## src/rtl/game_pkg.sv

```systemverilog
// Shared encodings for the game flow controller: display-facing game_state codes,
// FSM state constants and the default level ceiling.
package game_pkg;

    localparam logic [1:0] GS_TITLE = 2'b00;
    localparam logic [1:0] GS_MAIN  = 2'b01;
    localparam logic [1:0] GS_LOSE  = 2'b10;
    localparam logic [1:0] GS_WIN   = 2'b11;

    localparam logic [2:0] TITLE  = 3'd0;
    localparam logic [2:0] RELOAD = 3'd1;
    localparam logic [2:0] MAIN   = 3'd2;
    localparam logic [2:0] PAUSE  = 3'd3;
    localparam logic [2:0] LOSE   = 3'd4;
    localparam logic [2:0] WIN    = 3'd5;

    localparam int MAX_LEVEL = 9;

    // PAUSE, TITLE and RELOAD all present as GS_TITLE to the display path.
    function automatic logic [1:0] gs_of(input logic [2:0] st);
        logic [1:0] gs;
        case (st)
            MAIN:    gs = GS_MAIN;
            LOSE:    gs = GS_LOSE;
            WIN:     gs = GS_WIN;
            default: gs = GS_TITLE;
        endcase
        return gs;
    endfunction

endpackage

```

## src/rtl/game_sequencer_debounce.sv

```systemverilog
// Button conditioner: 2-flop synchroniser, stability counter, debounced level and a
// one-cycle press pulse on the debounced rising edge.
module btn_debounce #(
    parameter int DEBOUNCE_CYCLES = 500000
) (
    input  logic clk,
    input  logic reset,
    input  logic btn_raw,
    output logic level,
    output logic press
);

    localparam int CNT_W = $clog2(DEBOUNCE_CYCLES + 1);

    logic             sync1_q, sync2_q;
    logic             level_q, level_d;
    logic             press_q, press_d;
    logic [CNT_W-1:0] cnt_q, cnt_d;
    logic             mismatch, done;

    assign mismatch = (sync2_q != level_q);
    assign done     = mismatch && (cnt_q == CNT_W'(DEBOUNCE_CYCLES - 1));

    // The counter only runs while the synchronised input disagrees with the stored level.
    always_comb begin
        level_d = level_q;
        press_d = 1'b0;
        cnt_d   = '0;
        if (done) begin
            level_d = sync2_q;
            press_d = sync2_q;
        end else if (mismatch) begin
            cnt_d = cnt_q + CNT_W'(1);
        end
    end

    always_ff @(posedge clk) begin
        if (reset) begin
            sync1_q <= 1'b0;
            sync2_q <= 1'b0;
            level_q <= 1'b0;
            press_q <= 1'b0;
            cnt_q   <= '0;
        end else begin
            sync1_q <= btn_raw;
            sync2_q <= sync1_q;
            level_q <= level_d;
            press_q <= press_d;
            cnt_q   <= cnt_d;
        end
    end

    assign level = level_q;
    assign press = press_q;

endmodule

```

## src/rtl/game_sequencer.sv

```systemverilog
// Game flow controller: TITLE/RELOAD/MAIN/PAUSE/LOSE/WIN sequencing, gated player controls,
// end-screen hold/timeout and level tracking. All outputs are registered from the next state.
module game_sequencer #(
    parameter int DEBOUNCE_CYCLES    = 500000,
    parameter int END_HOLD_CYCLES    = 25000000,
    parameter int END_TIMEOUT_CYCLES = 500000000,
    parameter int MAX_LEVEL          = game_pkg::MAX_LEVEL,
    parameter int LEVEL_W            = 4
) (
    input  logic               clk,
    input  logic               reset,
    input  logic               btn_fire,
    input  logic               btn_left,
    input  logic               btn_right,
    input  logic               btn_pause,
    input  logic               game_over,
    input  logic               game_win,
    output logic [1:0]         game_state,
    output logic               logic_reset,
    output logic               fire_out,
    output logic               left_out,
    output logic               right_out,
    output logic               paused,
    output logic [LEVEL_W-1:0] level,
    output logic               level_up,
    output logic [2:0]         state_dbg
);

    import game_pkg::*;

    localparam int HOLD_W = $clog2(END_HOLD_CYCLES + 1);
    localparam int TO_W   = $clog2(END_TIMEOUT_CYCLES + 1);

    logic fire_level, fire_press, left_level, left_press;
    logic right_level, right_press, pause_level, pause_press;
    logic unused_btn;

    btn_debounce #(.DEBOUNCE_CYCLES(DEBOUNCE_CYCLES)) u_db_fire (
        .clk(clk), .reset(reset), .btn_raw(btn_fire), .level(fire_level), .press(fire_press));
    btn_debounce #(.DEBOUNCE_CYCLES(DEBOUNCE_CYCLES)) u_db_left (
        .clk(clk), .reset(reset), .btn_raw(btn_left), .level(left_level), .press(left_press));
    btn_debounce #(.DEBOUNCE_CYCLES(DEBOUNCE_CYCLES)) u_db_right (
        .clk(clk), .reset(reset), .btn_raw(btn_right), .level(right_level), .press(right_press));
    btn_debounce #(.DEBOUNCE_CYCLES(DEBOUNCE_CYCLES)) u_db_pause (
        .clk(clk), .reset(reset), .btn_raw(btn_pause), .level(pause_level), .press(pause_press));

    assign unused_btn = ^{fire_level, left_press, right_press, pause_level};

    logic [2:0]         state_q, state_d;
    logic [HOLD_W-1:0]  hold_cnt_q, hold_cnt_d;
    logic [TO_W-1:0]    to_cnt_q, to_cnt_d;
    logic [LEVEL_W-1:0] level_q, level_d;
    logic [1:0]         gs_q;
    logic               lreset_q, fire_q, left_q, right_q, paused_q, level_up_q;
    logic               hold_full, accept, timeout, main_d;

    assign hold_full = (hold_cnt_q == HOLD_W'(END_HOLD_CYCLES));
    assign accept    = fire_press && hold_full;
    assign timeout   = (to_cnt_q == TO_W'(END_TIMEOUT_CYCLES - 1));

    always_comb begin
        state_d = state_q;
        level_d = level_q;
        case (state_q)
            TITLE:  if (fire_press) state_d = RELOAD;
            RELOAD: state_d = MAIN;
            MAIN: begin
                if (game_over)        state_d = LOSE;
                else if (game_win)    state_d = WIN;
                else if (pause_press) state_d = PAUSE;
            end
            PAUSE:  if (pause_press) state_d = MAIN;
            LOSE: begin
                if (accept || timeout) begin
                    state_d = TITLE;
                    level_d = '0;
                end
            end
            WIN: begin
                if (accept) begin
                    state_d = RELOAD;
                    if (level_q < LEVEL_W'(MAX_LEVEL)) level_d = level_q + LEVEL_W'(1);
                end
            end
            default: state_d = TITLE;
        endcase
    end

    // End-screen counters restart on every state entry and never wrap.
    always_comb begin
        hold_cnt_d = '0;
        to_cnt_d   = '0;
        if (state_d == state_q) begin
            hold_cnt_d = hold_cnt_q;
            to_cnt_d   = to_cnt_q;
            if ((state_q == LOSE || state_q == WIN) && !hold_full)
                hold_cnt_d = hold_cnt_q + HOLD_W'(1);
            if (state_q == LOSE && to_cnt_q != TO_W'(END_TIMEOUT_CYCLES))
                to_cnt_d = to_cnt_q + TO_W'(1);
        end
    end

    assign main_d = (state_d == MAIN);

    always_ff @(posedge clk) begin
        if (reset) begin
            state_q    <= TITLE;
            hold_cnt_q <= '0;
            to_cnt_q   <= '0;
            level_q    <= '0;
            gs_q       <= GS_TITLE;
            lreset_q   <= 1'b1;
            fire_q     <= 1'b0;
            left_q     <= 1'b0;
            right_q    <= 1'b0;
            paused_q   <= 1'b0;
            level_up_q <= 1'b0;
        end else begin
            state_q    <= state_d;
            hold_cnt_q <= hold_cnt_d;
            to_cnt_q   <= to_cnt_d;
            level_q    <= level_d;
            gs_q       <= gs_of(state_d);
            lreset_q   <= (state_d == TITLE) || (state_d == RELOAD);
            fire_q     <= main_d && (state_q == MAIN) && fire_press;
            left_q     <= main_d && left_level && !right_level;
            right_q    <= main_d && right_level && !left_level;
            paused_q   <= (state_d == PAUSE);
            level_up_q <= (state_q == WIN) && (level_d != level_q);
        end
    end

    assign game_state  = gs_q;
    assign logic_reset = lreset_q;
    assign fire_out    = fire_q;
    assign left_out    = left_q;
    assign right_out   = right_q;
    assign paused      = paused_q;
    assign level       = level_q;
    assign level_up    = level_up_q;
    assign state_dbg   = state_q;

endmodule

```

## config.mk

```make
export PLATFORM = sky130hd
export DESIGN_NAME = game_sequencer
export DESIGN_NICKNAME = d
export VERILOG_FILES = /design/src/rtl/game_pkg.sv /design/src/rtl/game_sequencer_debounce.sv /design/src/rtl/game_sequencer.sv
export SDC_FILE = /design/constraint.sdc
export NUM_CORES = 1
export LEC_CHECK = 0
export CORE_ASPECT_RATIO = 0.75
export CORE_MARGIN = 1.5
export CORE_UTILIZATION = 60
export DETAILED_ROUTE_END_ITERATION = 10
export GPL_TIMING_DRIVEN = 0
export HOLD_SLACK_MARGIN = 0.02
export PLACE_DENSITY = 0.83
export SLEW_MARGIN = 10
export SYNTH_ARGS = -nofsm -noshare
export SYNTH_HDL_FRONTEND = slang
export SYNTH_SLANG_ARGS = --single-unit
```

## constraint.sdc

```tcl
create_clock -name clk -period 4.6 [get_ports clk]
set_input_delay 0.92 -clock clk [delete_from_list [all_inputs] [get_ports clk]]
set_output_delay 0.92 -clock clk [all_outputs]
set_load 0.01 [all_outputs]
```

; Yosys cells after proc, flatten, opt, wreduce, memory -nomap -nowiden
; Cells that the tools add are included.
[word_totals]
register_bits = 159
in_bits = 8
out_inout_bits = 15
wordCells = 109
[classes]
n_addsub = 7
n_lt_le_gt_ge = 1
eq_ne = 23
mux = 13
bitwise_logic = 7
reduce_logical = 29
[ops]
columns = operator, n
row1 = $add 19x1->19 const B, 4
row2 = $eq 19x19->1 const B, 4
row3 = $add 29x1->29 const B, 1
row4 = $eq 29x29->1 const B, 1
row5 = $ne 29x29->1 const B, 1
row6 = $add 25x1->25 const B, 1
row7 = $eq 25x25->1 const B, 1
row8 = $mux 3, 7
row9 = $pmux 3 s6, 1
row10 = $logic_and 1x1->1, 14
row11 = $eq 3x2->1 const B, 4
row12 = $eq 3x3->1 const B, 4
row13 = $mux 4, 3
row14 = $reduce_or 3->1, 4
row15 = $pmux 4 s2, 1
row16 = $not 1->1, 7
row17 = $eq 3x1->1 const B, 2
row18 = $logic_not 3->1, 2
row19 = $pmux 2 s3, 1
row20 = $reduce_or 2->1, 3
row21 = $add 4x1->4 const B, 1
row22 = $lt 4x4->1 const B, 1
row23 = $ne 1x1->1, 4
row24 = $ne 4x4->1, 1
row25 = other kinds (3), 7

; Logic depth before layout (Yosys ltp)
[depth]
ltp_word = 8
depth_mapped = 8

; Hierarchy
; A second synthesis with hierarchy kept.
[hier_totals]
hier_cells = 876
area_unflattened_um2 = 7612.3
[by_module_without_submodules]
columns = module, n_inst, cells_each, area_per_inst_um2
row1 = btn_debounce, 4, 115, 1019.7
row2 = game_sequencer, 1, 416, 3533.4

; Least setup slack after synthesis
; Ideal clock, no wire load.
[synth_timing]
path_kind = flip-flop to flip-flop
start = register u_db_right.cnt_q[0]
end = register u_db_right.cnt_q[11]
setup_ns = 0.128
arrival_time_ns = 1.958
required_time_ns = 4.472
path_slack_ns = 2.514
stages_incl_launch_ff = 9
path_buffers = 3
path_cell_list = dfxtp_1 > ha_1 > clkbuf_1 > nand4_1 > nor4_1 > or2_2 > clkbuf_1 > buf_1 > nor2_1
[synth_between]
elab_chain_len = 3
word_cells_on_any_way = 4
cone_classes = 1 x add/sub / 1 x eq/ne / 2 x reduce/logical
[synth_lines]
columns = item, line
row1 = start: declaration, game_sequencer_debounce.sv:18  ; logic [CNT_W-1:0] cnt_q, cnt_d;
row2 = start signal: assignment, game_sequencer_debounce.sv:49  ; cnt_q <= cnt_d;
row3 = branches (longest 3 deep; another with $add 19x1->19), --
; Several ways; the timed one is not identified.
; A chain may end at the register's enable or synchronous reset.

; Worst setup path in the final report
[layout_timing]
start = register u_db_right.cnt_q[0]
end = register u_db_right.cnt_q[13]
; The elaborated chain is that of the path after synthesis.

==> run metrics <==
status=finished, final reports clean; synth top area cells=dfxtp_1, xnor2_1, nor2_1; Clock Latency Late Sink=0.42 ns; Max-Cap Viols=0; Final Instance Count excl. Fillers=1047; Syn Std Cell Area=7212 um^2; Primary FF master, synth=dfxtp_1; Placed Area=7635 um^2; slew margin rel.=0.4842; Placed Cells=1016; htree depth=4; Die Wd=129.6 um; CP Launch Type=flip-flop; IR drop worst, VDD=0.2695 mV; commonest non-fill, non-tap cell in the layout=nor2_1; total power=2.908 mW; Post-DP HPWL=9647 um; YS warnings=0; fmax=0.3758 GHz; drt pass-1 iters=5; final setup fails=0; number of library cell types mapped by synthesis=55; largest net degree at the start of global routing=17; layout cells sized above 1=0.06328; Placer Congestion=0.7838; Via-to-Cell Ratio=5.439; antenna violations before repair=0; CTS Buf Count=17; Setup CP Type=reg2reg; RSZ-0062 raised after global routing=no; PortBufs=22; Setup Skew=0.006651 ns; post-synth top area share=0.4414; setup bufs post-CTS=0; Final min period=2.661 ns; core area=11660 um^2; final setup TNS=0 ns; Cells after Synth=832; diode count=0; Worst-path clk slew=0.06 ns; clk root buf=clkbuf_16; Synth async-reset ratio=0; Worst Tran Pin Value=0.7666 ns; die area=12690 um^2; P&R area growth vs syn=14.66%; Arr. time, crit path=2.95 ns; Routed WL=14340 um; Avg Inst Size Synth=8.668 um^2; Seq/Total Area, Yosys=0.4414; I/O pin cnt=23; LEAKAGE=2.641 nW; PD cells=351.6 nW/um^2; CTS sink cnt=159; CTS tree=done; wire length of the first global-routing pass=24670 um; vias in the first global route=5258; clock buffer depth=2; DRT iter0 DRCs=349; Total Routing Usage GR=0.2412; hold-fix buffers at CTS=0; num rows=34; cell area after layout=8269 um^2; commonest non-fill, non-tap cells in the layout=nor2_1, dfxtp_1, xnor2_1, xor2_1, nand2_1; Initial Util=0.6187; DRT antenna net count=0; final net count=891; Synthesized Nets=850; # resized after CTS=0; #FFs+latches synth=159; number of flops mapped to enable cells by yosys=0; Final Hold Violating Endpoints=0; Remaining DRCs=0; fin. max-slew vios=0; final core utilization=0.7094; grt ovf=0; min-delay worst type=reg2reg; Worst Path Max Fanout=10; r2r setup slk=1.94 ns; average wire per standard cell=13.70 um; CP Capture Type=flip-flop; Req. time, crit path=4.89 ns; Yosys top cell by area=dfxtp_1; Die Y=97.95 um; routed vias=5695; fin crit share=0.5785
-- state kept, by name (all words and copies together) (netlist names), 2 cells and up --
| register | cells |
|---|---|
| state_dbg | 3 |
| u_db_left.cnt_q | 19 |
| level | 4 |
| hold_cnt_q | 25 |
| u_db_right.cnt_q | 19 |
| u_db_fire.cnt_q | 19 |
| game_state | 2 |
| u_db_pause.cnt_q | 19 |
| to_cnt_q | 29 |
-- metrics by stage --
stage	setup slack [ns]	hold slack, ns
2_1_floorplan	2.514	0.4129
3_3_place_gp	1.739	0.4201
3_5_place_dp	1.695	0.4204
4_1_cts	1.987	0.4344
5_1_grt	1.688	0.4574
6_report	1.939	0.4329
-- path summary, 6_finish.rpt --
kind | startpoint | end | depth (start not counted)
max | u_db_right.cnt_q[0] | u_db_right.cnt_q[13] | 8
min | u_db_fire.sync1_q | u_db_fire.sync2_q | 1
max reg2reg | u_db_right.cnt_q[0] | u_db_right.cnt_q[13] | 8
min reg2reg | u_db_fire.sync1_q | u_db_fire.sync2_q | 1
-- cells in the mapped netlist (5+ instances only) --
library cell / instances
nand4_1: 31
a21oi_1: 5
nand3b_1: 5
or2_2: 5
nand2b_1: 8
inv_1: 31
o21ai_0: 6
buf_1: 5
nor4_1: 19
ha_1: 10
xnor2_1: 79
buf_4: 6
or4_1: 5
nand2_1: 43
and4_1: 12
nand3_1: 41
nor2_1: 175
clkbuf_1: 13
and3_1: 14
nor4b_1: 5
nor2b_1: 10
mux2i_1: 8
nor3b_1: 8
nor3_1: 35
and2_1: 6
xor2_1: 44
dfxtp_1: 159
-- routing by layer --
layer | wire length [um] | vias up | track usage
li1 | - | 2923 | -
met1 | 7134 | 2603 | 0.3351
met2 | 6331 | 136 | 0.3635
met3 | 584 | 33 | 0.05205
met4 | 293 | 0 | 0.1017
met5 | 0 | - | 0
-- area by class of cell --
type,instances,area [um^2]
Fill cell,913,3387
Buffer,28,132.6
Tap cell,162,202.7
Inverter,31,116.4
Timing Repair Buffer,22,220.2
Clock buffer,24,511.7
Clock inverter,7,122.6
Sequential cell,159,3183
Multi-Input combinational cell,614,3780
-- kinds of logic after synthesis --
group,synth area share
mux,0.01110
xor+xnor,0.1494
simple gates,0.3156
fa+ha+maj,0.01735
compound gates,0.03071
flops,0.4414
buf+inv,0.03452
-- critical path: stages, from the launching register on --
cell and delay, ns:
dfxtp_1 0.43, ha_1 0.18, clkbuf_1 0.30, nand4_1 0.16, nor4_1 0.40, or2_2 0.19, clkbuf_1 0.36, buf_1 0.42
nor2_1 0.10
-- where the power goes --
| part | leakage [nW] | total, mW | internal [mW] | switching, mW |
|---|---|---|---|---|
| clock | 0.305 | 1.49 | 0.941 | 0.545 |
| sequential | 1.28 | 1.38 | 1.38 | 0.00253 |
| combinational | 1.05 | 0.0379 | 0.0145 | 0.0234 |
| total | 2.64 | 2.91 | 2.34 | 0.571 |
Note: power is estimated with default switching activity, not from simulation.
